File: src/rtl/mem_bus_arbiter.sv
// Two-port (instruction fetch / data) to one 64-bit memory bus arbiter with
// alternating priority, a registered req/ack sequencer and a bus watchdog.
module mem_bus_arbiter #(
    parameter int unsigned TIMEOUT = 255
) (
    input  logic        clk,
    input  logic        rst,

    input  logic [63:0] i_addr,
    input  logic        i_req,
    output logic        i_valid,
    output logic [31:0] i_data,

    input  logic [63:0] d_addr,
    input  logic        d_req,
    input  logic        d_rw,
    input  logic [63:0] d_wdata,
    output logic [63:0] d_rdata,
    output logic        d_ready,

    output logic [63:0] bus_addr,
    output logic        bus_req,
    output logic        bus_rw,
    output logic [63:0] bus_wdata,
    input  logic [63:0] bus_rdata,
    input  logic        bus_ack,
    output logic        bus_timeout
);

    localparam int unsigned CW = (TIMEOUT < 2) ? 1 : $clog2(TIMEOUT + 1);
    localparam logic [CW-1:0] TmoCnt = CW'(TIMEOUT);
    localparam logic [31:0] NopInstr = 32'h0000_0013;

    typedef enum logic [1:0] {
        StIdle,
        StBusI,
        StBusD,
        StResp
    } state_e;

    state_e        r_state;
    logic          r_last_d;
    logic [CW-1:0] r_wdog;
    logic          r_sel_hi;
    logic          r_i_valid;
    logic [31:0]   r_i_data;
    logic          r_d_ready;
    logic [63:0]   r_d_rdata;
    logic [63:0]   r_bus_addr;
    logic          r_bus_req;
    logic          r_bus_rw;
    logic [63:0]   r_bus_wdata;
    logic          r_bus_timeout;

    logic          w_grant_d;
    logic          w_grant_i;
    logic          w_timeout;
    logic          w_done;
    logic [31:0]   w_i_word;
    logic          w_unused_addr;

    // Data wins a conflict unless it was the port served last.
    assign w_grant_d = d_req && (!i_req || !r_last_d);
    assign w_grant_i = i_req && !w_grant_d;

    assign w_timeout = (TIMEOUT != 0) && (r_wdog == TmoCnt);
    assign w_done    = bus_ack || w_timeout;
    assign w_i_word  = r_sel_hi ? bus_rdata[63:32] : bus_rdata[31:0];

    assign w_unused_addr = ^{i_addr[1:0], d_addr[2:0]};

    always_ff @(posedge clk) begin
        if (rst) begin
            r_state       <= StIdle;
            r_last_d      <= 1'b0;
            r_wdog        <= '0;
            r_sel_hi      <= 1'b0;
            r_i_valid     <= 1'b0;
            r_i_data      <= '0;
            r_d_ready     <= 1'b0;
            r_d_rdata     <= '0;
            r_bus_addr    <= '0;
            r_bus_req     <= 1'b0;
            r_bus_rw      <= 1'b0;
            r_bus_wdata   <= '0;
            r_bus_timeout <= 1'b0;
        end else begin
            r_i_valid <= 1'b0;
            r_d_ready <= 1'b0;
            unique case (r_state)
                StIdle: begin
                    r_wdog <= '0;
                    if (w_grant_d) begin
                        r_state     <= StBusD;
                        r_bus_req   <= 1'b1;
                        r_bus_rw    <= d_rw;
                        r_bus_addr  <= {d_addr[63:3], 3'b000};
                        r_bus_wdata <= d_wdata;
                        r_last_d    <= 1'b1;
                    end else if (w_grant_i) begin
                        r_state     <= StBusI;
                        r_bus_req   <= 1'b1;
                        r_bus_rw    <= 1'b0;
                        r_bus_addr  <= {i_addr[63:3], 3'b000};
                        r_bus_wdata <= '0;
                        r_sel_hi    <= i_addr[2];
                        r_last_d    <= 1'b0;
                    end
                end
                StBusI, StBusD: begin
                    if (w_done) begin
                        r_state   <= StResp;
                        r_bus_req <= 1'b0;
                        r_bus_rw  <= 1'b0;
                        if (r_state == StBusI) begin
                            r_i_valid <= 1'b1;
                            r_i_data  <= bus_ack ? w_i_word : NopInstr;
                        end else begin
                            r_d_ready <= 1'b1;
                            if (!bus_ack) begin
                                r_d_rdata <= '1;
                            end else if (r_bus_rw) begin
                                r_d_rdata <= '0;
                            end else begin
                                r_d_rdata <= bus_rdata;
                            end
                        end
                        // An ack in the final watchdog cycle still counts as success.
                        if (!bus_ack) begin
                            r_bus_timeout <= 1'b1;
                        end
                    end else if (r_wdog != '1) begin
                        r_wdog <= r_wdog + 1'b1;
                    end
                end
                StResp: begin
                    r_wdog  <= '0;
                    r_state <= StIdle;
                end
                default: begin
                    r_state <= StIdle;
                end
            endcase
        end
    end

    assign i_valid     = r_i_valid;
    assign i_data      = r_i_data;
    assign d_ready     = r_d_ready;
    assign d_rdata     = r_d_rdata;
    assign bus_addr    = r_bus_addr;
    assign bus_req     = r_bus_req;
    assign bus_rw      = r_bus_rw;
    assign bus_wdata   = r_bus_wdata;
    assign bus_timeout = r_bus_timeout;

endmodule

File: config.mk
export PLATFORM = sky130hd
export DESIGN_NAME = mem_bus_arbiter
export DESIGN_NICKNAME = d
export VERILOG_FILES = /design/src/rtl/mem_bus_arbiter.sv
export SDC_FILE = /design/constraint.sdc
export NUM_CORES = 1
export LEC_CHECK = 0
export BUFFER_PORTS_ARGS = -buffer_cell sky130_fd_sc_hd__buf_4
export CORE_AREA = 3 3 192 194
export CTS_CLUSTER_SIZE = 8
export DETAILED_ROUTE_END_ITERATION = 10
export DIE_AREA = 0 0 195 197
export MAX_ROUTING_LAYER = met4
export SYNTH_ARGS = -nofsm -noshare
export SYNTH_HDL_FRONTEND = slang
export SYNTH_SLANG_ARGS = --single-unit
File: constraint.sdc
create_clock -name clk -period 2 [get_ports clk]
set_clock_uncertainty 0.1 [all_clocks]
set_input_delay 0.6 -clock clk [delete_from_list [all_inputs] [get_ports clk]]
set_output_delay 0.6 -clock clk [all_outputs]
set_load 0.03 [all_outputs]
# ---- Yosys cells after proc, flatten, opt, wreduce, memory -nomap -nowiden
# Cells that the tools add are included.
dict set report totals {
  regBits 241
  inputBits 262
  elab_cells 74
}
dict set report classes {
  add_sub_neg 1
  eq_ne 9
  n_mux 25
  n_bitwise 5
  n_reduce_logical 21
}
# operator n
set op_table {}
lappend op_table {{$mux 64} 6}
lappend op_table {{$mux 32} 2}
lappend op_table {{$mux 8} 2}
lappend op_table {{$pmux 8 s2} 1}
lappend op_table {{$reduce_and 3->1} 5}
lappend op_table {{$add 8x1->8 const B} 1}
lappend op_table {{$eq 8x8->1 const B} 1}
lappend op_table {{$mux 1} 8}
lappend op_table {{$ne 8x8->1 const B} 1}
lappend op_table {{$mux 2} 3}
lappend op_table {{$ne 2x2->1 const B} 3}
lappend op_table {{$pmux 2 s3} 1}
lappend op_table {{$reduce_and 2->1} 3}
lappend op_table {{$not 1->1} 5}
lappend op_table {{$eq 2x2->1 const B} 2}
lappend op_table {{$pmux 1 s2} 2}
lappend op_table {{$reduce_bool 2->1} 2}
lappend op_table {{$reduce_or 2->1} 2}
lappend op_table {{$logic_not 1->1} 3}
lappend op_table {{$ne 3x3->1 const B} 1}
lappend op_table {{$reduce_or 3->1} 1}
lappend op_table {{$eq 2x1->1 const B} 1}
lappend op_table {{$logic_and 1x1->1} 2}
lappend op_table {{$logic_not 2->1} 1}
lappend op_table {{$logic_or 1x1->1} 2}

# ---- Depth between registers and ports, before layout
# Gate-level depths: netlist (run 1).
dict set report logic_depth {
  depth_word 8
  ltp_mapped 9
}

# ---- Worst setup path after synthesis (run 1)
# Ideal clock, no wire load.
dict set report synth_path {
  path_type {register to register}
  from {reg r_state[0]}
  to {reg r_d_rdata[48], in the netlist d_rdata[48]}
  arrival_ps 1761
  t_required_ps 1778
  setup_slack_ps 17
  stages_incl_launch_ff 10
  n_path_buf 3
  synth_period_minus_slack_ps 1983
  cell_sequence {dfxtp_1 -> inv_1 -> ha_1 -> buf_2 -> inv_1 -> or3_1 -> clkbuf_1 -> clkbuf_1 -> a21oi_1 -> a21oi_1}
}
dict set report synth_between {
  elab_chain_cells 3
}
# item line_no
set synth_lines {}
lappend synth_lines {{start, declared} 41} ;# state_e r_state;
lappend synth_lines {{start signal, assigned} 74} ;# r_state <= StIdle;
lappend synth_lines {{start signal, assigned} 94} ;# r_state <= StBusD;
lappend synth_lines {{start signal, assigned} 101} ;# r_state <= StBusI;
lappend synth_lines {{$eq 2x1->1 / $eq 2x2->1 (equally long branches)} {90, 115}}
lappend synth_lines {{$reduce_or 2->1 / $not 1->1 (equally long branches)} n/a}
lappend synth_lines {{$reduce_and 3->1 (no source line) (*)} n/a}
lappend synth_lines {{end signal, assigned} 125} ;# r_d_rdata <= bus_rdata;
lappend synth_lines {{end, declared} 48} ;# logic [63:0] r_d_rdata;
# Mark *: on every way between the ends. The rest lies on a longest branch, timed or not.
# A chain may end at the register's enable or synchronous reset.

# ---- Worst setup path after layout (run 1)
dict set report layout_path {
  from {reg r_state[1]}
  to {reg r_state[1]}
}
dict set report layout_between {
  elab_chain_cells 4
}
# item line_no
set layout_lines {}
lappend layout_lines {{$eq 2x1->1 / $eq 2x2->1 (equally long branches)} 90} ;# unique case (r_state)
lappend layout_lines {{$reduce_or 2->1} 90}
lappend layout_lines {{$ne 2x2->1 (no source line)} n/a}
lappend layout_lines {{$reduce_and 2->1 (no source line)} n/a}
# Several ways; a longest one is shown, not always the timed one.

==> out/qor.csv, run 1 <==
metric;value;unit
chipHeight;197;um
grt_first_pass_wirelength;51600;um
netlist_instances;986;
min_period_over_period;94.6;%
drt_iter0_drc;403;
start_util;26.6;%
cp_slowest_cell;or4_1;
setup_ws;108;ps
hold_violations;0;
leakage;6.56;nW
place_hpwl;24600;um
cts_tree;done;
grt_max_degree;92;
nets;1727;
fill_cells;3492;
avgSynthCellArea;9.55;um2
stdcell_area;14700;um2
grt_remaining_overflow;0;
ant_nets;0;
portBuffers;482;
h-tree-depth;2;
fp.dieW;195;um
die-area;38400;um2
power_density;1420;nW/um2
wl_per_cell;18.1;um
insertion_delay;500;ps
max_freq;0.529;GHz
synth_cell_type_count;43;
cp.arrival;2210;ps
worst_setup_path_end_kind;register;
fin_cells;1923;
drv_cap;0;
rsz0062_at_grt;false;
cts_sinks;238;
place.detailed.instances;1882;
dpl_worst_slack;23.9;ps
cts_setup_buffers;0;
cts_made_buffers;35;
critical_path_required;2310;ps
ir_drop;0.819;mV
hp-class;in2reg;
synth.area.top_cells;dfxtp_1 51%, mux2i_1 10%, a21oi_1 7.3%;
grt_usage;17.1;%
min_period;1890;ps
setup_viol;0;
outcome;finished clean;
row_count;69;
root_buffer;clkbuf_16;
yosys.area.top_type;dfxtp_1;
crit_chain;inv_1 > ha_2 > buf_4 > buf_4 > nand2b_1 > a21oi_1 > or4_1 > o31ai_1;
io_pins;491;
routabilityCongestion;0.866;
ys_ff_latch;238;
netlist.area_leader.share;50.6;%
start_kind;register;
path_class;reg2reg;
ys_seq_area_share;50.6;%
synth_area;9410;um2
via_count;9143;
cpMostUsedCell;buf_4;
ys_warn_count;0;
drive_gt1_share;39.9;%
clock_path_buffers;3;
core_area;35400;um2
first_pass_iters;5;
antenna_found_initial;1;
setup_tns;0;ps
n_antenna_cell;0;
critPathMaxStageDelay;470;ps
grt_pass1_vias;9081;
viasPerCell;4.75;
wl;34900;um
drc;0;
utilization;41.7;%
placement.cell_area;13700;um2
area_growth;56.6;%
path_max_fanout;7;
slew_viol_final;0;
clkSlewWorstSetupHoldPaths;50;ps
## layout by cell type (no fill, tap or decap), drive strengths merged, types with 2 or more instances in the layout
cell	netlist	routed
buf	32	526
dfxtp	238	238
ha	4	4
o2bb2ai	29	29
o21ai	5	5
mux2i	96	96
or3	3	3
a311oi	2	2
nand4b	2	2
inv	9	10
nand3	3	3
a221oi	3	3
nor3b	2	2
nand2b	68	68
a22oi	64	64
a31oi	2	2
and3	2	2
o31ai	2	2
nor2b	2	2
nor3	2	2
xnor2	3	3
a21oi	138	138
conb	1	3
nand2	7	7
a211oi	62	62
or4	2	2
clkbuf	61	40
nor2	133	133
## stage by stage
step | power [mW] | hold WS, ps
after floorplan | 12.1 | 365
after global placement | 15.8 | 348
after detailed placement | 15.9 | 348
after CTS | 21.1 | 211
after global routing | 22.2 | 219
final | 21.0 | 237
## worst max-delay path: cells and delay by family (launching register included)
family	cells	cell delay (ps)
buf+inv	3	410
flops	1	290
simple gates	2	570
compound gates	2	130
fa+ha+maj	1	300
## registers in the layout, summed over array words and instances, names as in the netlist, 2 cells and up
signal	count
bus_addr	61
i_data	32
bus_wdata	64
d_rdata	64
r_wdog	8
r_state	2
## metal layers
metal | vias up | wire, um | GRT usage [%]
li1 | 4450 | - | -
met3 | 59 | 2750 | 4.65
met4 | 0 | 837 | 5.10
met5 | - | 0 | -
met2 | 377 | 17200 | 28.4
met1 | 4257 | 14100 | 20.5
## timing repair
item / CTS / global route
endpoints found under the hold margin: 0 / 0
hold buffers: 0 / 0
resized for setup: 0 / 10
setup endpoints to repair: 0 / 104
## worst paths after layout
kind                                      to       start  slack, ps  cells after the start
worst max-delay path              r_state[1]  r_state[1]        110                      8
worst min-delay path            bus_wdata[0]  d_wdata[0]        240                      3
worst max register to register    r_state[1]  r_state[1]        110                      8
worst min register to register    i_data[10]  i_data[10]        360                      1
## Yosys cell counts
| master | count |
|---|---|
| o2bb2ai_1 | 29 |
| xor2_1 | 1 |
| or4_1 | 2 |
| a21oi_1 | 137 |
| nand3_1 | 3 |
| o211ai_1 | 1 |
| buf_6 | 6 |
| a21o_1 | 1 |
| nand2_1 | 7 |
| o21a_1 | 1 |
| a31oi_1 | 2 |
| ha_1 | 4 |
| a22oi_1 | 64 |
| mux2i_1 | 96 |
| buf_2 | 9 |
| a221oi_1 | 3 |
| nor2_1 | 133 |
| a211o_1 | 1 |
| inv_2 | 1 |
| a311oi_1 | 2 |
| nand2b_1 | 68 |
| and3_1 | 2 |
| conb_1 | 1 |
| buf_1 | 8 |
| or3_1 | 3 |
| o21ai_1 | 2 |
| xnor2_1 | 3 |
| nor3_1 | 2 |
| dfxtp_1 | 238 |
| and4_4 | 1 |
| a211oi_1 | 62 |
| a21oi_2 | 1 |
| inv_1 | 8 |
| o21ai_0 | 3 |
| buf_4 | 9 |
| nor3b_1 | 2 |
| o21ba_2 | 1 |
| clkbuf_1 | 61 |
| a21boi_0 | 1 |
| nand4b_1 | 2 |
| nand4_1 | 1 |
| o31ai_1 | 2 |
| nor2b_1 | 2 |
## final cells by class
class	instances	area, um2	area share, %
inverters	9	33.8	0.229
flip-flops and latches	238	4770	32.3
clock inverters	1	8.76	0.0594
multi-input cells	648	4270	29.0
clock buffers	37	883	5.99
repair buffers	529	4200	28.5
well taps	461	577	3.91
## kinds of logic (layout without fill, tap and decap cells)
| logic type | after synthesis | after routing | synth area share (%) |
|---|---|---|---|
| buffers and inverters | 102 | 576 | 5.03 |
| and+or+nand+nor | 228 | 228 | 11.5 |
| AOI/OAI and AO/OA | 313 | 313 | 21.7 |
| other | 1 | 3 | 0.0398 |
| muxes | 96 | 96 | 10.2 |
| xor gates and xnor gates | 4 | 4 | 0.372 |
| DFF | 238 | 238 | 50.6 |
| adders and majority gates | 4 | 4 | 0.532 |
## power breakdown
group / internal, mW / switching (mW)
Sequential: 6.04 / 0.686
Combinational: 3.52 / 5.63
Clock: 3.08 / 2.00
Total: 12.6 / 8.31
Power figures use the tool's default switching activity.
==> run 2, diff against run 1 <==
Settings changed: BUFFER_PORTS_ARGS -buffer_cell sky130_fd_sc_hd__buf_4 to unset, DONT_BUFFER_PORTS set to 1, PLACE_DENSITY set to 0.51.
==> run 2 against run 1 <==
Compared with the run above:
- via count is 19% lower
- combinational power shrank 56%
- first-iteration DRC count decreased by 36%
- non-clock buffer count decreased by 492
- count of clock-buffer cells in the layout fell by 1
- worst setup slack better by 12 ps
- die area is the same
- worst hold slack got worse by 160 ps
- wire length shrank 11%
- sequential power grew 41%
- register-to-register slack barely moved
- critical endpoint is now d_rdata[52]
- largest cell class unchanged
==> out/qor.csv, run 2 (same netlist as run 1, synthesis figures left out) <==
metric;value;unit;change
outcome;finished clean;;
hold_violations;0;;unchanged
ir_drop;0.880;mV;+7.5%
row_count;69;;unchanged
ant_nets;0;;unchanged
fp.dieW;195;um;unchanged
cts_tree;done;;
hp-start;rst;;
fill_cells;3723;;+6.6%
place_hpwl;21800;um;-11%
via_count;7393;;-19%
cts_made_buffers;35;;unchanged
cp.arrival;2220;ps;about the same
r2r_slack;120;ps;about the same
whs_path_depth;1;;-2
timing.rr.end;d_rdata[52];;
path_max_fanout;32;;+25
die-area;38400;um2;unchanged
wl_per_cell;21.8;um;+20%
grt_remaining_overflow;0;;unchanged
setup_viol;0;;unchanged
min_period_over_period;94.0;%;-0.60 points
hp-class;in2reg;;
grt_pass1_vias;7211;;-21%
min_period;1880;ps;-12.0 ps
grt_first_pass_wirelength;44500;um;-14%
drt_iter0_drc;259;;-36%
root_buffer;clkbuf_16;;
area_growth;16.9;%;
nets;1235;;-28%
portBuffers;0;;-100%
leakage;4.08;nW;-38%
core_area;35400;um2;unchanged
grt_max_degree;205;;+120%
worst_setup_path_end_kind;register;;
drc;0;;unchanged
chipHeight;197;um;unchanged
cts_sinks;238;;unchanged
path_class;reg2reg;;
setup_tns;0;ps;unchanged
hold_end;i_data[0];;
final_common_cell;dfxtp_1;;
antenna_found_initial;4;;+3
start_kind;register;;
routabilityCongestion;0.800;;-7.6%
final_cell_mix;237 x dfxtp_1, 135 x a21oi_1, 133 x nor2_1;;
first_pass_iters;5;;unchanged
io_pins;491;;unchanged
utilization;31.1;%;-11 points
clock_path_buffers;3;;unchanged
grt_usage;15.2;%;-1.9 points
critical_path_required;2340;ps;+30 ps
max_freq;0.532;GHz;+0.64%
slew_viol_final;0;;unchanged
viasPerCell;5.16;;+8.6%
insertion_delay;520;ps;+20 ps
drive_gt1_share;9.08;%;-31 points
clkSlewWorstSetupHoldPaths;60;ps;about the same
rr_startpoint;r_state[0];;
rsz0062_at_grt;false;;
drv_cap;0;;unchanged
h-tree-depth;2;;unchanged
wl;31200;um;-11%
start_util;26.6;%;unchanged
r2r_cells;7;;-1
power_density;1690;nW/um2;+19%
[run 2: cell count changes in the layout (fill, tap and decap cells not counted), sizes merged]
cell,previous run,this run
buf,526,35
clkbuf,40,38
diode,0,2
[run 2: worst max path at each step]
stage | start | end | slack [ps] | depth (start not counted)
final | r_state[0] | d_rdata[52] | 120 | 7
after global routing | r_state[0] | bus_addr[6] | 3 | 6
after floorplan | r_state[0] | d_rdata[48] | 20 | 9
after detailed placement | r_state[0] | d_rdata[41] | 7 | 7
after CTS | r_state[0] | d_rdata[43] | 20 | 7
after global placement | r_state[0] | d_rdata[43] | 80 | 7
[run 2: where the power goes]
part	internal [mW]	switching [mW]
sequential	6.04	3.46
clock	3.10	2.00
combinational	1.67	2.33
total	10.8	7.79
[run 2: per-layer routing]
layer	part of all wire, %	track usage, %	vias to the layer above
li1	-	-	3481
met1	38	16.5	3499
met4	2.9	5.20	0
met2	49	25.5	352
met3	10	6.31	61
met5	0	-	-
[run 2: what timing repair did]
item | 4_1_cts | 5_1_grt
endpoints found under the hold margin | 0 | 0
gates resized for setup | 1 | 3
cloned | 0 | 2
endpoints found under the setup margin | 1 | 68
setup buffers | 0 | 0
hold buffers | 0 | 0
[run 2: per-stage QoR]
step	hold slack [ps]	instances	cell area, um2	power, mW	setup slack, ps
finish	75.2	1432	11000	18.6	120
floorplan	365	988	9420	12.1	17.2
CTS	29.1	1428	10900	18.7	20.0
detailed placement	395	1391	10000	13.5	7.37
global route	71.9	1432	11000	19.6	3.45
global placement	386	1391	10000	13.4	78.8
[run 2: critical path: stages (launching register included)]
cell	delay, ps
dfxtp_1	320
inv_1	70
ha_1	290
buf_4	170
nand2b_1	80
or3_4	380
clkbuf_16	240
a21oi_1	150
[run 2: layout make-up]
type | instances | area (um2) | area share, %
antenna | 2 | 5.00 | 0.0455
inverter | 9 | 33.8 | 0.307
clock buffer | 36 | 890 | 8.09
clock inverter | 1 | 8.76 | 0.0796
tap | 461 | 577 | 5.24
sequential | 238 | 4770 | 43.3
timing repair buffer | 37 | 463 | 4.21
multi-input combinational | 648 | 4260 | 38.7
==> run 3, diff against run 2 <==
Settings changed: CELL_PAD_IN_SITES_DETAIL_PLACEMENT set to 0, CELL_PAD_IN_SITES_GLOBAL_PLACEMENT set to 1, PLACE_DENSITY 0.51 to 0.63.
==> run 3 against run 2 <==
Compared with the run above:
- worst hold slack better by 30 ps
- clock power up 0.8%
- global-route usage is 0.58 points higher
- register-to-register slack barely moved
- sequential power about the same
- final area increased by 0.34%
- flip-flop and latch count stayed put
- wire length is 3.3% higher
- sequential share of layout area is 0.15 points lower
- die area unchanged
- critical path type unchanged
- critical endpoint is now r_state[1]
==> out/qor.csv, run 3 (same netlist as run 1, synthesis figures left out) <==
metric;value;unit;change
outcome;finished clean;;
nets;1235;;unchanged
setup_tns;0;ps;unchanged
use_met3;7.01;%;+0.70 points
min_period;1870;ps;-14.5 ps
met1_usage;17.3;%;+0.84 points
cts_sinks;238;;unchanged
setup_ws;134;ps;+14.5 ps
grt_usage;15.8;%;+0.58 points
r2r_cells;8;;+1
insertion_delay;520;ps;about the same
grt_first_pass_wirelength;45800;um;+2.9%
area_growth;17.3;%;
rr_startpoint;r_state[0];;
critical_path_required;2320;ps;-20 ps
worst_slew_pin_slew;772;ps;
wl_per_cell;22.4;um;+3.0%
die-area;38400;um2;unchanged
leakage;4.08;nW;about the same
fp.dieW;195;um;unchanged
grt_max_degree;205;;unchanged
first_pass_iters;5;;unchanged
portBuffers;0;;unchanged
row_count;69;;unchanged
cts_tree;done;;
ir_drop;0.769;mV;-13%
place_hpwl;22300;um;+2.3%
hold_end;r_last_d;;
whs_path_depth;1;;unchanged
antenna_found_initial;5;;+1
r2r_slack;130;ps;about the same
root_buffer;clkbuf_16;;
dpl_worst_slack;44.6;ps;+37.3 ps
clkSlewWorstSetupHoldPaths;50;ps;about the same
hold_violations;0;;unchanged
rsz0062_at_grt;false;;
h-tree-depth;2;;unchanged
hp-start;i_req;;
io_pins;491;;unchanged
timing.rr.end;r_state[1];;
path_class;reg2reg;;
chipHeight;197;um;unchanged
final_cell_mix;237 x dfxtp_1, 133 x nor2_1, 131 x a21oi_1;;
drv_cap;0;;unchanged
via_count;7324;;-0.93%
clock_path_buffers;3;;unchanged
max_freq;0.536;GHz;+0.78%
path_max_fanout;7;;-78%
ant_nets;0;;unchanged
min_period_over_period;93.3;%;-0.73 points
grtUsageMet2;25.4;%;-0.12 points
start_kind;register;;
worst_setup_path_end_kind;register;;
core_area;35400;um2;unchanged
cp.arrival;2190;ps;-30 ps
place.detailed.instances;1390;;-0.072%
fin_cells;1436;;+0.28%
routabilityCongestion;0.811;;+1.4%
utilization;31.2;%;+0.11 points
start_util;26.6;%;unchanged
drc;0;;unchanged
viasPerCell;5.10;;-1.2%
setup_viol;0;;unchanged
grt_pass1_vias;7228;;+0.24%
cts_made_buffers;35;;unchanged
hp-class;in2reg;;
slew_headroom;48.6;%;
drive_gt1_share;9.98;%;+0.90 points
slew_viol_final;0;;unchanged
final_common_cell;dfxtp_1;;
drt_iter0_drc;282;;+8.9%
power_density;1690;nW/um2;about the same
grt_remaining_overflow;0;;unchanged
grt.busiest_layer;met2;;
wl;32200;um;+3.3%
==> run 3: per-layer routing <==
layer  wire (um)  up-vias
met5           0        -
met4         980        0
met3        3500       60
met2       15700      370
met1       12000     3414
li1            -     3480
==> run 3: critical path: stages, from the launching register on <==
cell and delay (ps):
dfxtp_1 320, inv_1 60, ha_2 280, buf_4 130
buf_4 160, nand2b_1 90, a21oi_1 70, or4_1 480
o31ai_1 80
==> run 3: what timing repair did <==
action | CTS | global route
hold buffers | 0 | 0
buffers inserted | 0 | 0
gates resized for setup | 0 | 13
setup endpoints to repair | 0 | 84
==> run 3: final cells by class <==
| type | instances | area (um2) |
|---|---|---|
| Antenna cell | 3 | 7.51 |
| Multi-Input combinational cell | 648 | 4280 |
| Tap cell | 461 | 577 |
| Fill cell | 3705 | 24400 |
| Inverter | 9 | 33.8 |
| Sequential cell | 238 | 4770 |
| Clock inverter | 3 | 26.3 |
| Clock buffer | 37 | 883 |
| Timing Repair Buffer | 37 | 463 |
==> run 3: report_power, final <==
part	internal (mW)	leakage (nW)	switching (mW)	total [mW]
clock network	3.10	0.447	2.04	5.14
registers	6.04	1.95	3.45	9.49
logic	1.67	1.68	2.34	4.02
total	10.8	4.08	7.83	18.6
==> run 3: how the worst max path moves through the flow <==
stage / from / end / slack (ps)
floorplan: r_state[0] / d_rdata[48] / 20
global placement: r_state[0] / d_rdata[22] / 80
finish: r_state[0] / r_state[1] / 130
CTS: r_wdog[0] / d_rdata[50] / 10
global route: r_state[0] / i_data[30] / 10
detailed placement: r_wdog[0] / d_rdata[50] / 40
==> run 3: stage by stage <==
| step | instance area [um2] | hold WS [ps] | power, mW |
|---|---|---|---|
| final | 11000 | 105 | 18.6 |
| after global routing | 11000 | 32.2 | 19.7 |
| after CTS | 10900 | 33.1 | 18.8 |
| after detailed placement | 10000 | 386 | 13.5 |
| after global placement | 10000 | 384 | 13.4 |
| after floorplan | 9420 | 365 | 12.1 |
